**src/rtl/spongent_msg_feeder_pkg.sv**
```systemverilog
`default_nettype none
// ============================================================================
//  Module      : spongent_msg_feeder_pkg
//  Description : Shared constants, helper functions and FSM state encoding
//                for the SPONGENT byte-stream message feeder.
//  Revision    : 1.0 - initial release
// ============================================================================
package spongent_msg_feeder_pkg;

    // First byte of 10* padding
    localparam logic [7:0] PAD_BYTE = 8'h80;

    localparam int DEFAULT_RATE        = 16;
    localparam int DEFAULT_DIGEST_SIZE = 128;

    function automatic int bytes_per_block(input int rate);
        return rate / 8;
    endfunction

    function automatic int num_squeeze(input int rate, input int digest_size);
        return digest_size / rate;
    endfunction

    localparam int BYTES_PER_BLOCK = bytes_per_block(DEFAULT_RATE);
    localparam int NUM_SQUEEZE     = num_squeeze(DEFAULT_RATE, DEFAULT_DIGEST_SIZE);

    // One-hot feeder states
    localparam int ST_W = 13;

    typedef enum logic [ST_W-1:0] {
        ST_IDLE       = 13'b0000000000001,
        ST_CLEAR      = 13'b0000000000010,
        ST_SETTLE     = 13'b0000000000100,
        ST_FILL       = 13'b0000000001000,
        ST_PAD        = 13'b0000000010000,
        ST_ABS_START  = 13'b0000000100000,
        ST_ABS_ACK    = 13'b0000001000000,
        ST_ABS_WAIT   = 13'b0000010000000,
        ST_SQ_CAPTURE = 13'b0000100000000,
        ST_SQ_START   = 13'b0001000000000,
        ST_SQ_ACK     = 13'b0010000000000,
        ST_SQ_WAIT    = 13'b0100000000000,
        ST_DONE       = 13'b1000000000000
    } feeder_state_t;

endpackage
`default_nettype wire

```
**src/rtl/spongent_block_packer.sv**
```systemverilog
`default_nettype none
// ============================================================================
//  Module      : spongent_block_packer
//  Description : Packs message bytes MSB-first into a RATE-bit block, inserts
//                10* padding and loads the standalone pad block.
//  Revision    : 1.0 - initial release
// ============================================================================
module spongent_block_packer
    import spongent_msg_feeder_pkg::*;
#(
    parameter int RATE = DEFAULT_RATE
) (
    input  logic            clk,
    input  logic            reset,
    input  logic            clear,
    input  logic            wr_en,
    input  logic [7:0]      wr_data,
    input  logic            pad_en,
    input  logic            load_pad,
    output logic [RATE-1:0] block,
    output logic            last_slot
);

    localparam int BPB   = bytes_per_block(RATE);
    localparam int CNT_W = $clog2(BPB) + 1;
    localparam logic [RATE-1:0] PAD_BLOCK = RATE'(PAD_BYTE) << (RATE - 8);

    logic [RATE-1:0]  r_block;
    logic [CNT_W-1:0] r_count;

    // The byte about to be written completes the block
    assign last_slot = (r_count == CNT_W'(BPB - 1));
    assign block     = r_block;

    // Byte buffer and write position; pad clears every byte after the marker
    always_ff @(posedge clk) begin
        if (reset || clear) begin
            r_block <= '0;
            r_count <= '0;
        end else if (load_pad) begin
            r_block <= PAD_BLOCK;
            r_count <= '0;
        end else if (pad_en) begin
            for (int b = 0; b < BPB; b++) begin
                if (b == int'(r_count)) begin
                    r_block[RATE-1-8*b -: 8] <= PAD_BYTE;
                end else if (b > int'(r_count)) begin
                    r_block[RATE-1-8*b -: 8] <= 8'h00;
                end
            end
            r_count <= '0;
        end else if (wr_en) begin
            for (int b = 0; b < BPB; b++) begin
                if (b == int'(r_count)) begin
                    r_block[RATE-1-8*b -: 8] <= wr_data;
                end
            end
            r_count <= last_slot ? '0 : r_count + CNT_W'(1);
        end
    end

endmodule
`default_nettype wire

```
**src/rtl/spongent_msg_feeder.sv**
```systemverilog
`default_nettype none
// ============================================================================
//  Module      : spongent_msg_feeder
//  Description : Byte-stream front end for the SPONGENT core. Packs and pads
//                message blocks, sequences absorbs and squeezes, and collects
//                the digest.
//  Revision    : 1.0 - initial release
// ============================================================================
module spongent_msg_feeder
    import spongent_msg_feeder_pkg::*;
#(
    parameter int RATE        = DEFAULT_RATE,
    parameter int DIGEST_SIZE = DEFAULT_DIGEST_SIZE
) (
    input  logic                   clk,
    input  logic                   reset,
    input  logic                   in_valid,
    output logic                   in_ready,
    input  logic [7:0]             in_data,
    input  logic                   in_last,
    output logic                   core_clear,
    output logic                   core_start,
    output logic                   core_msg_avail,
    input  logic                   core_busy,
    output logic [RATE-1:0]        block_out,
    input  logic [RATE-1:0]        core_rate_out,
    output logic [DIGEST_SIZE-1:0] digest,
    output logic                   digest_valid,
    output logic                   busy
);

    localparam int NSQ  = num_squeeze(RATE, DIGEST_SIZE);
    localparam int SQ_W = $clog2(NSQ) + 1;

    feeder_state_t          r_state;
    feeder_state_t          w_state_next;
    logic                   r_settle_cnt;
    logic                   r_pad_pending;
    logic                   r_final;
    logic [SQ_W-1:0]        r_sq_count;
    logic [DIGEST_SIZE-1:0] r_digest;
    logic [DIGEST_SIZE-1:0] w_digest_shifted;

    logic w_pk_clear;
    logic w_pk_wr;
    logic w_pk_pad;
    logic w_pk_load_pad;
    logic w_last_slot;
    logic w_set_pad_pending;
    logic w_clr_pad_pending;
    logic w_set_final;
    logic w_capture;

    spongent_block_packer #(
        .RATE (RATE)
    ) u_packer (
        .clk       (clk),
        .reset     (reset),
        .clear     (w_pk_clear),
        .wr_en     (w_pk_wr),
        .wr_data   (in_data),
        .pad_en    (w_pk_pad),
        .load_pad  (w_pk_load_pad),
        .block     (block_out),
        .last_slot (w_last_slot)
    );

    // Newest squeezed block enters at the LSBs so the first one ends up on top
    if (DIGEST_SIZE == RATE) begin : g_digest_single
        assign w_digest_shifted = core_rate_out;
    end else begin : g_digest_multi
        assign w_digest_shifted = {r_digest[DIGEST_SIZE-RATE-1:0], core_rate_out};
    end

    // Moore outputs decoded from the current state
    assign in_ready       = (r_state == ST_FILL);
    assign core_clear     = (r_state == ST_CLEAR);
    assign core_start     = (r_state == ST_ABS_START) || (r_state == ST_SQ_START);
    assign core_msg_avail = (r_state == ST_ABS_START);
    assign digest_valid   = (r_state == ST_DONE);
    assign busy           = (r_state != ST_IDLE) && (r_state != ST_DONE);
    assign digest         = r_digest;

    // State register
    always_ff @(posedge clk) begin
        if (reset) begin
            r_state <= ST_IDLE;
        end else begin
            r_state <= w_state_next;
        end
    end

    // Next-state and datapath strobes
    always_comb begin
        w_state_next      = r_state;
        w_pk_clear        = 1'b0;
        w_pk_wr           = 1'b0;
        w_pk_pad          = 1'b0;
        w_pk_load_pad     = 1'b0;
        w_set_pad_pending = 1'b0;
        w_clr_pad_pending = 1'b0;
        w_set_final       = 1'b0;
        w_capture         = 1'b0;
        unique case (r_state)
            ST_IDLE, ST_DONE: begin
                if (in_valid) w_state_next = ST_CLEAR;
            end
            ST_CLEAR: begin
                w_pk_clear   = 1'b1;
                w_state_next = ST_SETTLE;
            end
            ST_SETTLE: begin
                if (r_settle_cnt) w_state_next = ST_FILL;
            end
            ST_FILL: begin
                if (in_valid) begin
                    w_pk_wr = 1'b1;
                    if (w_last_slot) begin
                        // Full block with the final byte: the pad needs a block of its own
                        w_set_pad_pending = in_last;
                        w_state_next      = ST_ABS_START;
                    end else if (in_last) begin
                        w_state_next = ST_PAD;
                    end
                end
            end
            ST_PAD: begin
                w_pk_pad     = 1'b1;
                w_set_final  = 1'b1;
                w_state_next = ST_ABS_START;
            end
            ST_ABS_START: w_state_next = ST_ABS_ACK;
            ST_ABS_ACK: begin
                if (core_busy) w_state_next = ST_ABS_WAIT;
            end
            ST_ABS_WAIT: begin
                if (!core_busy) begin
                    if (r_pad_pending) begin
                        w_pk_load_pad     = 1'b1;
                        w_clr_pad_pending = 1'b1;
                        w_set_final       = 1'b1;
                        w_state_next      = ST_ABS_START;
                    end else if (r_final) begin
                        w_state_next = ST_SQ_CAPTURE;
                    end else begin
                        w_pk_clear   = 1'b1;
                        w_state_next = ST_FILL;
                    end
                end
            end
            ST_SQ_CAPTURE: begin
                w_capture = 1'b1;
                if (r_sq_count == SQ_W'(NSQ - 1)) begin
                    w_state_next = ST_DONE;
                end else begin
                    w_state_next = ST_SQ_START;
                end
            end
            ST_SQ_START: w_state_next = ST_SQ_ACK;
            ST_SQ_ACK: begin
                if (core_busy) w_state_next = ST_SQ_WAIT;
            end
            ST_SQ_WAIT: begin
                if (!core_busy) w_state_next = ST_SQ_CAPTURE;
            end
            default: w_state_next = ST_IDLE;
        endcase
    end

    // Per-message bookkeeping: settle timer, pad/final flags, squeeze count, digest
    always_ff @(posedge clk) begin
        if (reset) begin
            r_settle_cnt  <= 1'b0;
            r_pad_pending <= 1'b0;
            r_final       <= 1'b0;
            r_sq_count    <= '0;
            r_digest      <= '0;
        end else begin
            r_settle_cnt <= (r_state == ST_SETTLE) ? ~r_settle_cnt : 1'b0;
            if (r_state == ST_CLEAR) begin
                r_pad_pending <= 1'b0;
                r_final       <= 1'b0;
                r_sq_count    <= '0;
                r_digest      <= '0;
            end else begin
                if (w_set_pad_pending) begin
                    r_pad_pending <= 1'b1;
                end else if (w_clr_pad_pending) begin
                    r_pad_pending <= 1'b0;
                end
                if (w_set_final) r_final <= 1'b1;
                if (w_capture) begin
                    r_digest   <= w_digest_shifted;
                    r_sq_count <= r_sq_count + SQ_W'(1);
                end
            end
        end
    end

endmodule
`default_nettype wire

```
**config.mk**
```make
export PLATFORM = sky130hd
export DESIGN_NAME = spongent_msg_feeder
export DESIGN_NICKNAME = d
export VERILOG_FILES = /design/src/rtl/spongent_msg_feeder_pkg.sv /design/src/rtl/spongent_block_packer.sv /design/src/rtl/spongent_msg_feeder.sv
export SDC_FILE = /design/constraint.sdc
export NUM_CORES = 1
export LEC_CHECK = 0
export CELL_PAD_IN_SITES_DETAIL_PLACEMENT = 2
export CELL_PAD_IN_SITES_GLOBAL_PLACEMENT = 2
export CORE_AREA = 2 2 170 172
export DETAILED_ROUTE_END_ITERATION = 10
export DIE_AREA = 0 0 172 174
export DONT_BUFFER_PORTS = 1
export PLACE_DENSITY_LB_ADDON = 0.25
export SLEW_MARGIN = 0
export SYNTH_ARGS = -nofsm -noshare
export SYNTH_HDL_FRONTEND = slang
export SYNTH_SLANG_ARGS = --single-unit
```
**constraint.sdc**
```tcl
create_clock -name clk -period 6.6 [get_ports clk]
set_input_delay 0.99 -clock clk [delete_from_list [all_inputs] [get_ports clk]]
set_output_delay 0.99 -clock clk [all_outputs]
set_load 0.005 [all_outputs]
```
==> impl_metrics.xml, run 1 <==
<?xml version="1.0" encoding="UTF-8"?>
<metrics>
  <group name="route">
    <metric name="drt-vias-per-instance" unit="">4.63</metric>
    <metric name="met3_wirelength" unit="mm">1.73</metric>
    <metric name="wire_per_inst" unit="µm">18.2</metric>
    <metric name="vias" unit="">5323</metric>
    <metric name="wl_met1" unit="mm">9.50</metric>
    <metric name="highest_metal_layer_used_by_the_detailed_router" unit="">met4</metric>
    <metric name="remaining_drc_errors" unit="">0</metric>
    <metric name="ant_nets" unit="">0</metric>
    <metric name="routed-wl-met2" unit="mm">9.43</metric>
    <metric name="drt_pass1_iterations" unit="">4</metric>
    <metric name="initialDrtViolationCount" unit="">259</metric>
    <metric name="wirelength" unit="mm">20.9</metric>
  </group>
  <group name="worst_setup_path">
    <metric name="reg2regPathDepth" unit="">5</metric>
    <metric name="critical_path_cell_count" unit="">5</metric>
    <metric name="worstSetupStartpointType" unit="">flip-flop</metric>
    <metric name="cpMaxStageDelayCell" unit="">sky130_fd_sc_hd__buf_4</metric>
    <metric name="cp.arrival" unit="ps">3770</metric>
    <metric name="critPathMaxFanout" unit="">98</metric>
    <metric name="reg2reg_from" unit="">r_state[8]</metric>
    <metric name="cp_data_required_time" unit="ps">6860</metric>
    <metric name="crit-reg2reg-capture" unit="">digest[1]</metric>
    <metric name="path_cells" unit="">or4_4 -&gt; nor4_1 -&gt; or2_4 -&gt; buf_4 -&gt; a21oi_1</metric>
    <metric name="critical_path.top_delay_family" unit="">simple AND/OR/NAND/NOR gates</metric>
    <metric name="worst_path_largest_cell_delay" unit="ps">890</metric>
    <metric name="reg2reg_setup_slack" unit="ps">3090</metric>
    <metric name="criticalPathCategory" unit="">flip-flop to flip-flop</metric>
    <metric name="critical_path.n_buffers_inverters" unit="">1</metric>
    <metric name="end_kind" unit="">flip-flop</metric>
  </group>
  <group name="placement">
    <metric name="placement.cell_area" unit="µm²">6570</metric>
    <metric name="gp_congestion" unit="">0.734</metric>
    <metric name="placed_cells_incl_taps" unit="">1117</metric>
    <metric name="io_buffer_count" unit="">0</metric>
    <metric name="dp_hpwl" unit="mm">14.1</metric>
  </group>
  <group name="yosys">
    <metric name="postSynthRegisterBits" unit="">166</metric>
    <metric name="ys_seq_area_share" unit="%">52.2</metric>
    <metric name="yosys_most_used_dff" unit="">sky130_fd_sc_hd__dfxtp_1</metric>
    <metric name="synth_compound_area_share" unit="%">15.0</metric>
    <metric name="synth_top_area_share" unit="%">52.2</metric>
    <metric name="largest_family_of_logic_cells_by_synthesized_area" unit="">simple AND/OR/NAND/NOR gates</metric>
    <metric name="asyncSetResetFlopFracSynth" unit="%">0</metric>
    <metric name="mappedNetlistArea" unit="µm²">6370</metric>
    <metric name="synth.distinct_cells" unit="">53</metric>
    <metric name="post_synth_inst_count" unit="">788</metric>
    <metric name="yosys.area_share.simple" unit="%">25.7</metric>
    <metric name="yosys.area_share.adder" unit="%">0.196</metric>
    <metric name="syn_avg_cell_area" unit="µm²">8.09</metric>
    <metric name="yosysTopAreaCell" unit="">sky130_fd_sc_hd__dfxtp_1</metric>
    <metric name="synth-xor-area-share" unit="%">1.24</metric>
    <metric name="post_synth_edffs" unit="">0</metric>
    <metric name="synth_top_cells_by_area" unit="">sky130_fd_sc_hd__dfxtp_1 52%, sky130_fd_sc_hd__nand2_1 17%, sky130_fd_sc_hd__a21oi_1 12%, sky130_fd_sc_hd__buf_4 1.9%, sky130_fd_sc_hd__nor2_1 1.6%</metric>
    <metric name="yosys_warnings" unit="">0</metric>
    <metric name="synth_nets" unit="">818</metric>
    <metric name="muxShareOfSynthArea" unit="%">0.471</metric>
  </group>
  <group name="sta">
    <metric name="max_slew_margin" unit="%">24.9</metric>
    <metric name="tightestPinTransition" unit="ps">1130</metric>
    <metric name="rsz_0062_raised_after_global_routing" unit="">false</metric>
    <metric name="max_freq" unit="GHz">0.285</metric>
    <metric name="timing_max_transition_violations_final" unit="">0</metric>
    <metric name="finalSetupTns" unit="ps">0</metric>
    <metric name="hold_viol" unit="">0</metric>
    <metric name="layout_min_cycle_time" unit="ps">3510</metric>
    <metric name="layout_worst_path_cycle_share" unit="%">53.2</metric>
    <metric name="clock_skew" unit="ps">10.6</metric>
    <metric name="final_setup_violations" unit="">0</metric>
  </group>
  <group name="global_routing">
    <metric name="grt_antenna_before_repair" unit="">0</metric>
    <metric name="residual_overflow_from_global_routing" unit="">0</metric>
    <metric name="pin_count_of_the_biggest_net_entering_global_routing" unit="">99</metric>
    <metric name="gr-usage-all-layers" unit="%">14.4</metric>
    <metric name="grt_pass1_wl" unit="mm">33.3</metric>
    <metric name="first_global_vias" unit="">5548</metric>
  </group>
  <group name="cts">
    <metric name="postCtsSetupBuffers" unit="">0</metric>
    <metric name="bufs_on_longest_clock_path" unit="">2</metric>
    <metric name="cts_tree" unit="">yes</metric>
    <metric name="h_tree_level_count" unit="">4</metric>
    <metric name="root_buffer" unit="">sky130_fd_sc_hd__clkbuf_16</metric>
    <metric name="numCtsBuffers" unit="">17</metric>
    <metric name="clock-sinks" unit="">166</metric>
    <metric name="clkTransAtPathRegs" unit="ps">70</metric>
    <metric name="cts_repair_resize_count" unit="">0</metric>
    <metric name="clk_lat_worst_skew" unit="ps">440</metric>
    <metric name="post_cts_hold_buffer_count" unit="">0</metric>
  </group>
  <group name="finish">
    <metric name="nNetsFinal" unit="">782</metric>
    <metric name="drive_gt1_share" unit="%">7.32</metric>
    <metric name="layout_common_cells" unit="">281 x sky130_fd_sc_hd__nand2_1, 166 x sky130_fd_sc_hd__dfxtp_1, 149 x sky130_fd_sc_hd__a21oi_1</metric>
    <metric name="diodes" unit="">0</metric>
    <metric name="finalNonFillerCells" unit="">1149</metric>
    <metric name="area.growth.synth_to_final" unit="%">12.6</metric>
    <metric name="stdcell_area" unit="µm²">7180</metric>
    <metric name="mostFrequentLayoutCell" unit="">sky130_fd_sc_hd__nand2_1</metric>
  </group>
  <group name="floorplanning">
    <metric name="die_w" unit="µm">172</metric>
    <metric name="fp.dieArea" unit="µm²">29900</metric>
    <metric name="fp.coreArea" unit="µm²">28200</metric>
    <metric name="initial_core_util" unit="%">22.6</metric>
    <metric name="i_o_pin_count" unit="">179</metric>
    <metric name="std_cell_rows" unit="">62</metric>
    <metric name="die-height" unit="µm">174</metric>
  </group>
  <group name="pwr">
    <metric name="max-vdd-ir-drop" unit="V">0.000132</metric>
    <metric name="total_power" unit="mW">2.19</metric>
    <metric name="powerDensity" unit="nW/µm²">305</metric>
    <metric name="total_leakage_power" unit="nW">2.18</metric>
  </group>
  <group name="hold_path">
    <metric name="worst_hold_path.num_cells" unit="">2</metric>
    <metric name="worstHoldStart" unit="">digest[117]</metric>
    <metric name="hold_path_end" unit="">digest[117]</metric>
    <metric name="hold_class" unit="">flip-flop to flip-flop</metric>
  </group>
  <group name="flow_run">
    <metric name="max_cap_viol_count" unit="">0</metric>
  </group>
  <group name="outcome">
    <metric name="outcome" unit="">complete, no violations</metric>
  </group>
</metrics>
[sequential cells by signal, summed over array words and instances (netlist names)]
signal            flops
r_state              13
r_final               1
r_sq_count            4
r_settle_cnt          1
u_packer.r_count      2
u_packer.block       16
digest              128
r_pad_pending         1
[worst max-delay path by stage]
stage                     startpoint     endpoint  slack, ps
after floorplan           r_state[1]   core_start       4020
after global placement    r_state[8]   digest[97]       3090
after detailed placement  r_state[8]  digest[120]       3050
after CTS                 r_state[8]  digest[120]       3020
after global routing      r_state[8]  digest[120]       2760
final                     r_state[8]    digest[1]       3090
[stage by stage]
stage / util (%) / worst slack (ps) / hold slack, ps
floorplan: - / 4020 / 447
finish: 25.4 / 3090 / 473
global placement: 23.3 / 3090 / 460
CTS: 25.4 / 3020 / 478
detailed placement: 23.3 / 3050 / 468
global route: 25.4 / 2760 / 490
[cell usage after synthesis, types with 2 or more instances]
cell type                  count
sky130_fd_sc_hd__inv_1         2
sky130_fd_sc_hd__nand4_1       2
sky130_fd_sc_hd__nor2_1       28
sky130_fd_sc_hd__clkbuf_1     19
sky130_fd_sc_hd__o21ai_0       3
sky130_fd_sc_hd__xnor2_1       4
sky130_fd_sc_hd__a211oi_2      2
sky130_fd_sc_hd__xor2_1        5
sky130_fd_sc_hd__or4_4         2
sky130_fd_sc_hd__mux2i_1       3
sky130_fd_sc_hd__nor2b_1       2
sky130_fd_sc_hd__buf_4        16
sky130_fd_sc_hd__nand2b_1      2
sky130_fd_sc_hd__and3_1        4
sky130_fd_sc_hd__or4b_2        4
sky130_fd_sc_hd__nor4_1        8
sky130_fd_sc_hd__nor4b_1       2
sky130_fd_sc_hd__a21oi_1     149
sky130_fd_sc_hd__nand3_1      18
sky130_fd_sc_hd__or2_1         2
sky130_fd_sc_hd__a22oi_1       3
sky130_fd_sc_hd__nand2_1     281
sky130_fd_sc_hd__nand3b_1      2
sky130_fd_sc_hd__nor3_1       10
sky130_fd_sc_hd__buf_2        19
sky130_fd_sc_hd__buf_6         3
sky130_fd_sc_hd__nor3b_1       2
sky130_fd_sc_hd__dfxtp_1     166
[layer usage]
layer	up-vias	global-route usage [%]
met2	125	22.0
met5	-	0
met1	2615	18.6
li1	2564	-
met4	0	4.76
met3	19	5.33
[kinds of logic (layout without fill, tap and decap cells)]
family | Yosys count | in the layout
AND/OR/NAND/NOR | 378 | 378
AO/OA/AOI/OAI | 171 | 171
flip-flops | 166 | 166
buffers and inverters | 60 | 37
XOR/XNOR | 9 | 9
multiplexers | 3 | 3
adder cells (fa/ha/maj) | 1 | 1
[layout make-up]
cell class / instances / area, µm²
fill: 3293 / 21100
sequential: 166 / 3320
multi-input combinational: 562 / 2740
tap: 384 / 480
clock buffer: 17 / 425
clock inverter: 15 / 179
timing repair buffer: 3 / 22.5
inverter: 2 / 7.51
[where the power goes]
| group | total [mW] | leakage [nW] | switching [mW] | internal (mW) |
|---|---|---|---|---|
| Sequential | 1.02 | 1.34 | 0.0157 | 1.01 |
| Clock | 1.04 | 0.295 | 0.493 | 0.546 |
| Combinational | 0.123 | 0.552 | 0.0903 | 0.0326 |
| Total | 2.19 | 2.18 | 0.599 | 1.59 |
[worst min-delay path: cells and delay by family (launching register included)]
kind               cells  cell delay [ps]
AOI/OAI and AO/OA      1               50
and+or+nand+nor        1               60
DFF                    1              320
Note: power is estimated with default switching activity, not from simulation.
==> run 2, diff against run 1 <==
==> constraint.sdc (replaced) <==
create_clock -name clk -period 3.05 [get_ports clk]
set_input_delay 0.4575 -clock clk [delete_from_list [all_inputs] [get_ports clk]]
set_output_delay 0.4575 -clock clk [all_outputs]
set_load 0.005 [all_outputs]
==> run 2 against run 1 <==
- sequential cell count stayed put
- power grew 110%
- highest routed layer unchanged
- die area did not move
- sequential power is 120% higher
- utilization rose by 0.38 points
- final area grew 1.5%
==> impl_metrics.xml, run 2 (synthesis gave the netlist of run 1 again) <==
<?xml version="1.0" encoding="UTF-8"?>
<metrics>
  <group name="outcome">
    <metric name="outcome" unit="">complete, no violations</metric>
  </group>
  <group name="pwr">
    <metric name="total_leakage_power" unit="nW">2.23</metric>
    <metric name="max-vdd-ir-drop" unit="V">0.000257</metric>
    <metric name="powerDensity" unit="nW/µm²">642</metric>
  </group>
  <group name="worst_setup_path">
    <metric name="critPathMaxFanout" unit="">11</metric>
    <metric name="critical_path.n_buffers_inverters" unit="">0</metric>
    <metric name="worstSetupStartpointType" unit="">flip-flop</metric>
    <metric name="end_kind" unit="">output port</metric>
    <metric name="path_cells" unit="">or4_4 -&gt; nor3_4 -&gt; and4b_1 -&gt; or2_2</metric>
    <metric name="cpMaxStageDelayCell" unit="">sky130_fd_sc_hd__or4_4</metric>
    <metric name="cp_data_required_time" unit="ps">2590</metric>
    <metric name="criticalPathCategory" unit="">flip-flop to output port</metric>
    <metric name="cp.arrival" unit="ps">2300</metric>
    <metric name="critical_path.top_delay_family" unit="">simple AND/OR/NAND/NOR gates</metric>
    <metric name="worst_path_largest_cell_delay" unit="ps">670</metric>
  </group>
  <group name="placement">
    <metric name="dp_worst_setup_slack" unit="ps">456</metric>
    <metric name="io_buffer_count" unit="">0</metric>
    <metric name="dp_hpwl" unit="mm">14.1</metric>
    <metric name="placed_cells_incl_taps" unit="">1125</metric>
    <metric name="gp_congestion" unit="">0.714</metric>
  </group>
  <group name="global_routing">
    <metric name="grt_pass1_wl" unit="mm">33.2</metric>
    <metric name="grt_antenna_before_repair" unit="">0</metric>
    <metric name="gr-usage-all-layers" unit="%">14.4</metric>
    <metric name="first_global_vias" unit="">5521</metric>
    <metric name="residual_overflow_from_global_routing" unit="">0</metric>
    <metric name="pin_count_of_the_biggest_net_entering_global_routing" unit="">130</metric>
  </group>
  <group name="floorplanning">
    <metric name="initial_core_util" unit="%">22.6</metric>
    <metric name="i_o_pin_count" unit="">179</metric>
    <metric name="die_w" unit="µm">172</metric>
    <metric name="die-height" unit="µm">174</metric>
    <metric name="fp.coreArea" unit="µm²">28200</metric>
    <metric name="fp.dieArea" unit="µm²">29900</metric>
    <metric name="std_cell_rows" unit="">62</metric>
  </group>
  <group name="route">
    <metric name="remaining_drc_errors" unit="">0</metric>
    <metric name="initialDrtViolationCount" unit="">285</metric>
    <metric name="wirelength" unit="mm">21.4</metric>
    <metric name="vias" unit="">5362</metric>
    <metric name="drt-vias-per-instance" unit="">4.63</metric>
    <metric name="drt_pass1_iterations" unit="">7</metric>
    <metric name="ant_nets" unit="">0</metric>
    <metric name="wire_per_inst" unit="µm">18.5</metric>
  </group>
  <group name="cts">
    <metric name="bufs_on_longest_clock_path" unit="">2</metric>
    <metric name="cts_tree" unit="">yes</metric>
    <metric name="postCtsSetupBuffers" unit="">0</metric>
    <metric name="cts_repair_resize_count" unit="">0</metric>
    <metric name="clkTransAtPathRegs" unit="ps">80</metric>
    <metric name="root_buffer" unit="">sky130_fd_sc_hd__clkbuf_16</metric>
    <metric name="clk_lat_worst_skew" unit="ps">440</metric>
    <metric name="post_cts_hold_buffer_count" unit="">0</metric>
    <metric name="h_tree_level_count" unit="">4</metric>
    <metric name="clock-sinks" unit="">166</metric>
    <metric name="numCtsBuffers" unit="">17</metric>
  </group>
  <group name="sta">
    <metric name="hold_viol" unit="">0</metric>
    <metric name="max_freq" unit="GHz">0.362</metric>
    <metric name="max_slew_margin" unit="%">42.3</metric>
    <metric name="rsz_0062_raised_after_global_routing" unit="">false</metric>
    <metric name="layout_min_cycle_time" unit="ps">2760</metric>
    <metric name="final_setup_violations" unit="">0</metric>
    <metric name="clock_skew" unit="ps">17.0</metric>
    <metric name="layout_worst_path_cycle_share" unit="%">90.5</metric>
    <metric name="tightestPinTransition" unit="ps">858</metric>
    <metric name="fin_ws" unit="ps">289</metric>
    <metric name="timing_max_transition_violations_final" unit="">0</metric>
    <metric name="finalSetupTns" unit="ps">0</metric>
  </group>
  <group name="finish">
    <metric name="nNetsFinal" unit="">790</metric>
    <metric name="diodes" unit="">0</metric>
    <metric name="mostFrequentLayoutCell" unit="">sky130_fd_sc_hd__nand2_1</metric>
    <metric name="largest_register_ffs" unit="">128</metric>
    <metric name="layout_common_cells" unit="">281 x sky130_fd_sc_hd__nand2_1, 166 x sky130_fd_sc_hd__dfxtp_1, 149 x sky130_fd_sc_hd__a21oi_1</metric>
    <metric name="drive_gt1_share" unit="%">8.41</metric>
    <metric name="finalNonFillerCells" unit="">1157</metric>
    <metric name="area.growth.synth_to_final" unit="%">14.3</metric>
  </group>
  <group name="flow_run">
    <metric name="max_cap_viol_count" unit="">0</metric>
  </group>
  <group name="hold_path">
    <metric name="hold_class" unit="">input port to flip-flop</metric>
  </group>
</metrics>
-- run 2: cell count changes in the layout (fill, tap and decap cells not counted), moves of 2 or more --
cell	previous run	this run
sky130_fd_sc_hd__clkinv_4	1	4
sky130_fd_sc_hd__inv_8	5	3
sky130_fd_sc_hd__buf_12	0	5
sky130_fd_sc_hd__buf_4	3	6
-- run 2: routing by layer --
| metal | track usage (%) | wire length, µm | share of wire, % | vias to the layer above |
|---|---|---|---|---|
| met2 | 21.9 | 9630 | 45 | 128 |
| met1 | 18.5 | 9580 | 45 | 2640 |
| met3 | 5.94 | 1830 | 8.6 | 20 |
| met5 | 0 | 0 | 0 | - |
| li1 | - | - | - | 2574 |
| met4 | 4.41 | 342 | 1.6 | 0 |
-- run 2: power by group --
part	total (mW)	internal [mW]	switching, mW
clock network	2.15	1.09	1.06
registers	2.21	2.18	0.0356
logic	0.308	0.101	0.207
-- run 2: cell type report --
type                    instances  area [µm²]
flip-flops and latches        166        3320
clock inverters                15         153
repair buffers                 11         145
multi-input cells             562        2750
inverters                       2        7.51
clock buffers                  17         425
fillers                      3273       21000
well taps                     384         480
-- run 2: path summary, 6_finish.rpt --
kind,start,end,slack [ps],cells after the start
setup / recovery,r_state[0],core_start,290,4
hold reg to reg,digest[118],digest[118],470,2
hold / removal,reset,r_state[10],80,1
setup reg to reg,r_state[8],r_state[3],540,7
-- run 2: worst register-to-register path, delay by kind of cell, from the launching register on --
kind | cells | cell delay (ps)
compound gates | 2 | 650
buf+inv | 1 | 210
mux | 1 | 190
simple gates | 3 | 1000
flops | 1 | 360
-- run 2: stage by stage --
stage | hold slack [ps] | total power, mW | util (%) | area, µm²
6_report | 82.5 | 4.67 | 25.8 | 7280
5_1_grt | 58.5 | 4.90 | 25.8 | 7280
4_1_cts | 57.6 | 4.78 | 25.8 | 7270
3_5_place_dp | 469 | 2.57 | 23.7 | 6690
3_3_place_gp | 457 | 2.57 | 23.7 | 6690
2_1_floorplan | 447 | 2.49 | - | 6370
==> run 3, diff against run 2 <==
--- a/config.mk
+++ b/config.mk
@@ -11,6 +11,7 @@
 export DETAILED_ROUTE_END_ITERATION = 10
 export DIE_AREA = 0 0 172 174
 export DONT_BUFFER_PORTS = 1
+export GPL_TIMING_DRIVEN = 0
 export PLACE_DENSITY_LB_ADDON = 0.25
 export SLEW_MARGIN = 0
 export SYNTH_ARGS = -nofsm -noshare
==> run 3 against run 2 <==
- combinational power is 18% higher
- largest cell class unchanged
- setup slack worse by 38 ps
- hold slack better by 61 ps
- count of clock-buffer cells in the layout did not move
- clock power barely moved
- maximum frequency is 1.4% lower
- power rose by 1.1%
==> impl_metrics.xml, run 3 (synthesis gave the netlist of run 1 again) <==
<?xml version="1.0" encoding="UTF-8"?>
<metrics>
  <group name="outcome">
    <metric name="outcome" unit="">complete, no violations</metric>
  </group>
  <group name="cts">
    <metric name="clock-sinks" unit="">166</metric>
    <metric name="postCtsSetupBuffers" unit="">0</metric>
    <metric name="clkTransAtPathRegs" unit="ps">80</metric>
    <metric name="cts_repair_resize_count" unit="">0</metric>
    <metric name="post_cts_hold_buffer_count" unit="">0</metric>
    <metric name="clk_lat_worst_skew" unit="ps">440</metric>
    <metric name="h_tree_level_count" unit="">4</metric>
    <metric name="cts_tree" unit="">yes</metric>
    <metric name="root_buffer" unit="">sky130_fd_sc_hd__clkbuf_16</metric>
    <metric name="numCtsBuffers" unit="">17</metric>
    <metric name="bufs_on_longest_clock_path" unit="">2</metric>
  </group>
  <group name="finish">
    <metric name="largest_register_ffs" unit="">128</metric>
    <metric name="area.growth.synth_to_final" unit="%">16.8</metric>
    <metric name="drive_gt1_share" unit="%">10.9</metric>
    <metric name="finalNonFillerCells" unit="">1205</metric>
    <metric name="layout_common_cells" unit="">281 x sky130_fd_sc_hd__nand2_1, 166 x sky130_fd_sc_hd__dfxtp_1, 149 x sky130_fd_sc_hd__a21oi_1</metric>
    <metric name="nNetsFinal" unit="">837</metric>
    <metric name="fill_cells" unit="">3346</metric>
    <metric name="mostFrequentLayoutCell" unit="">sky130_fd_sc_hd__nand2_1</metric>
  </group>
  <group name="worst_setup_path">
    <metric name="crit-reg2reg-capture" unit="">r_state[9]</metric>
    <metric name="reg2regPathDepth" unit="">7</metric>
    <metric name="critPathLaunch" unit="">r_state[4]</metric>
    <metric name="worst_path_largest_cell_delay" unit="ps">570</metric>
    <metric name="critical_path.endpoint" unit="">r_state[9]</metric>
    <metric name="worstSetupStartpointType" unit="">flip-flop</metric>
    <metric name="end_kind" unit="">flip-flop</metric>
    <metric name="reg2reg_from" unit="">r_state[4]</metric>
    <metric name="cp.arrival" unit="ps">3120</metric>
    <metric name="reg2reg_setup_slack" unit="ps">250</metric>
    <metric name="critPathMaxFanout" unit="">10</metric>
    <metric name="path_cells" unit="">or4_4 -&gt; buf_2 -&gt; nor3_1 -&gt; o2111ai_1 -&gt; o2111ai_2 -&gt; or2_1 -&gt; nor3b_1</metric>
    <metric name="criticalPathCategory" unit="">flip-flop to flip-flop</metric>
    <metric name="cp_data_required_time" unit="ps">3370</metric>
    <metric name="cpMaxStageDelayCell" unit="">sky130_fd_sc_hd__or4_4</metric>
  </group>
  <group name="sta">
    <metric name="hold_viol" unit="">0</metric>
    <metric name="final_setup_violations" unit="">0</metric>
    <metric name="finalSetupTns" unit="ps">0</metric>
    <metric name="layout_worst_path_cycle_share" unit="%">91.8</metric>
    <metric name="clock_skew" unit="ps">15.8</metric>
    <metric name="layout_min_cycle_time" unit="ps">2800</metric>
    <metric name="tightestPinTransition" unit="ps">801</metric>
    <metric name="rsz_0062_raised_after_global_routing" unit="">false</metric>
    <metric name="timing_max_transition_violations_final" unit="">0</metric>
    <metric name="max_freq" unit="GHz">0.357</metric>
    <metric name="max_slew_margin" unit="%">46.1</metric>
  </group>
  <group name="placement">
    <metric name="io_buffer_count" unit="">0</metric>
    <metric name="dp_hpwl" unit="mm">17.3</metric>
    <metric name="placed_cells_incl_taps" unit="">1172</metric>
    <metric name="gp_congestion" unit="">0.768</metric>
  </group>
  <group name="hold_path">
    <metric name="hold_class" unit="">input port to flip-flop</metric>
    <metric name="worst_hold_path.num_cells" unit="">2</metric>
  </group>
  <group name="flow_run">
    <metric name="max_cap_viol_count" unit="">0</metric>
  </group>
  <group name="floorplanning">
    <metric name="std_cell_rows" unit="">62</metric>
    <metric name="fp.coreArea" unit="µm²">28200</metric>
    <metric name="initial_core_util" unit="%">22.6</metric>
    <metric name="die_w" unit="µm">172</metric>
    <metric name="die-height" unit="µm">174</metric>
    <metric name="fp.dieArea" unit="µm²">29900</metric>
    <metric name="i_o_pin_count" unit="">179</metric>
  </group>
  <group name="pwr">
    <metric name="powerDensity" unit="nW/µm²">635</metric>
    <metric name="total_leakage_power" unit="nW">2.37</metric>
    <metric name="total_power" unit="mW">4.73</metric>
    <metric name="max-vdd-ir-drop" unit="V">0.000290</metric>
  </group>
  <group name="route">
    <metric name="ant_nets" unit="">0</metric>
    <metric name="drt-vias-per-instance" unit="">4.59</metric>
    <metric name="vias" unit="">5535</metric>
    <metric name="remaining_drc_errors" unit="">0</metric>
    <metric name="wire_per_inst" unit="µm">19.1</metric>
    <metric name="drt_pass1_iterations" unit="">4</metric>
    <metric name="wirelength" unit="mm">23.0</metric>
    <metric name="initialDrtViolationCount" unit="">252</metric>
  </group>
  <group name="global_routing">
    <metric name="grt_antenna_before_repair" unit="">1</metric>
    <metric name="gr-usage-all-layers" unit="%">15.6</metric>
    <metric name="grt_pass1_wl" unit="mm">35.5</metric>
    <metric name="pin_count_of_the_biggest_net_entering_global_routing" unit="">19</metric>
    <metric name="residual_overflow_from_global_routing" unit="">0</metric>
    <metric name="first_global_vias" unit="">5640</metric>
  </group>
</metrics>
run 3: cell count changes in the layout (fill, tap and decap cells not counted), sizes merged:
cell    delta
clkinv     -1
diode      +1
buf       +28
clkbuf    +19
inv        +1
run 3: through the flow:
stage | hold slack, ps | setup slack (ps) | utilization, % | cell area [µm²]
floorplan | 447 | 829 | - | 6370
CTS | 124 | 111 | 26.3 | 7430
global route | 122 | 12.8 | 26.4 | 7440
detailed placement | 468 | 128 | 24.3 | 6850
global placement | 459 | 129 | 24.3 | 6850
finish | 143 | 251 | 26.4 | 7440
run 3: layer usage:
layer	GRT usage (%)	part of all wire, %
met1	19.8	45
met3	5.83	8.2
met5	0	0
met4	5.04	1.3
met2	24.5	46
run 3: cell type report:
type	count	area, µm²	area share [%]
flip-flops and latches	166	3320	44.7
multi-input cells	562	2720	36.6
well taps	384	480	6.46
clock buffers	17	425	5.72
plain buffers	58	324	4.36
clock inverters	15	154	2.07
inverters	2	7.51	0.101
diodes	1	2.50	0.0336
run 3: worst max-delay path, delay by kind of cell, from the launching register on:
family                 cells  cell delay (ps)
AOI/OAI and AO/OA          2              820
DFF                        1              370
buffers and inverters      1              210
and+or+nand+nor            4             1270
run 3: report_power, final:
group	leakage [nW]	switching, mW	total, mW	internal, mW
clock	0.284	1.08	2.18	1.10
combinational	0.750	0.250	0.362	0.113
sequential	1.34	0.00800	2.19	2.18
total	2.37	1.34	4.73	3.39
run 3: worst min-delay path by stage:
stage	start	to	slack, ps
after floorplan	digest[112]	digest[112]	450
after global placement	digest[123]	digest[123]	460
after detailed placement	u_packer.block[4]	u_packer.block[4]	470
after CTS	core_rate_out[12]	digest[12]	120
after global routing	core_rate_out[10]	digest[10]	120
final	core_rate_out[12]	digest[12]	140
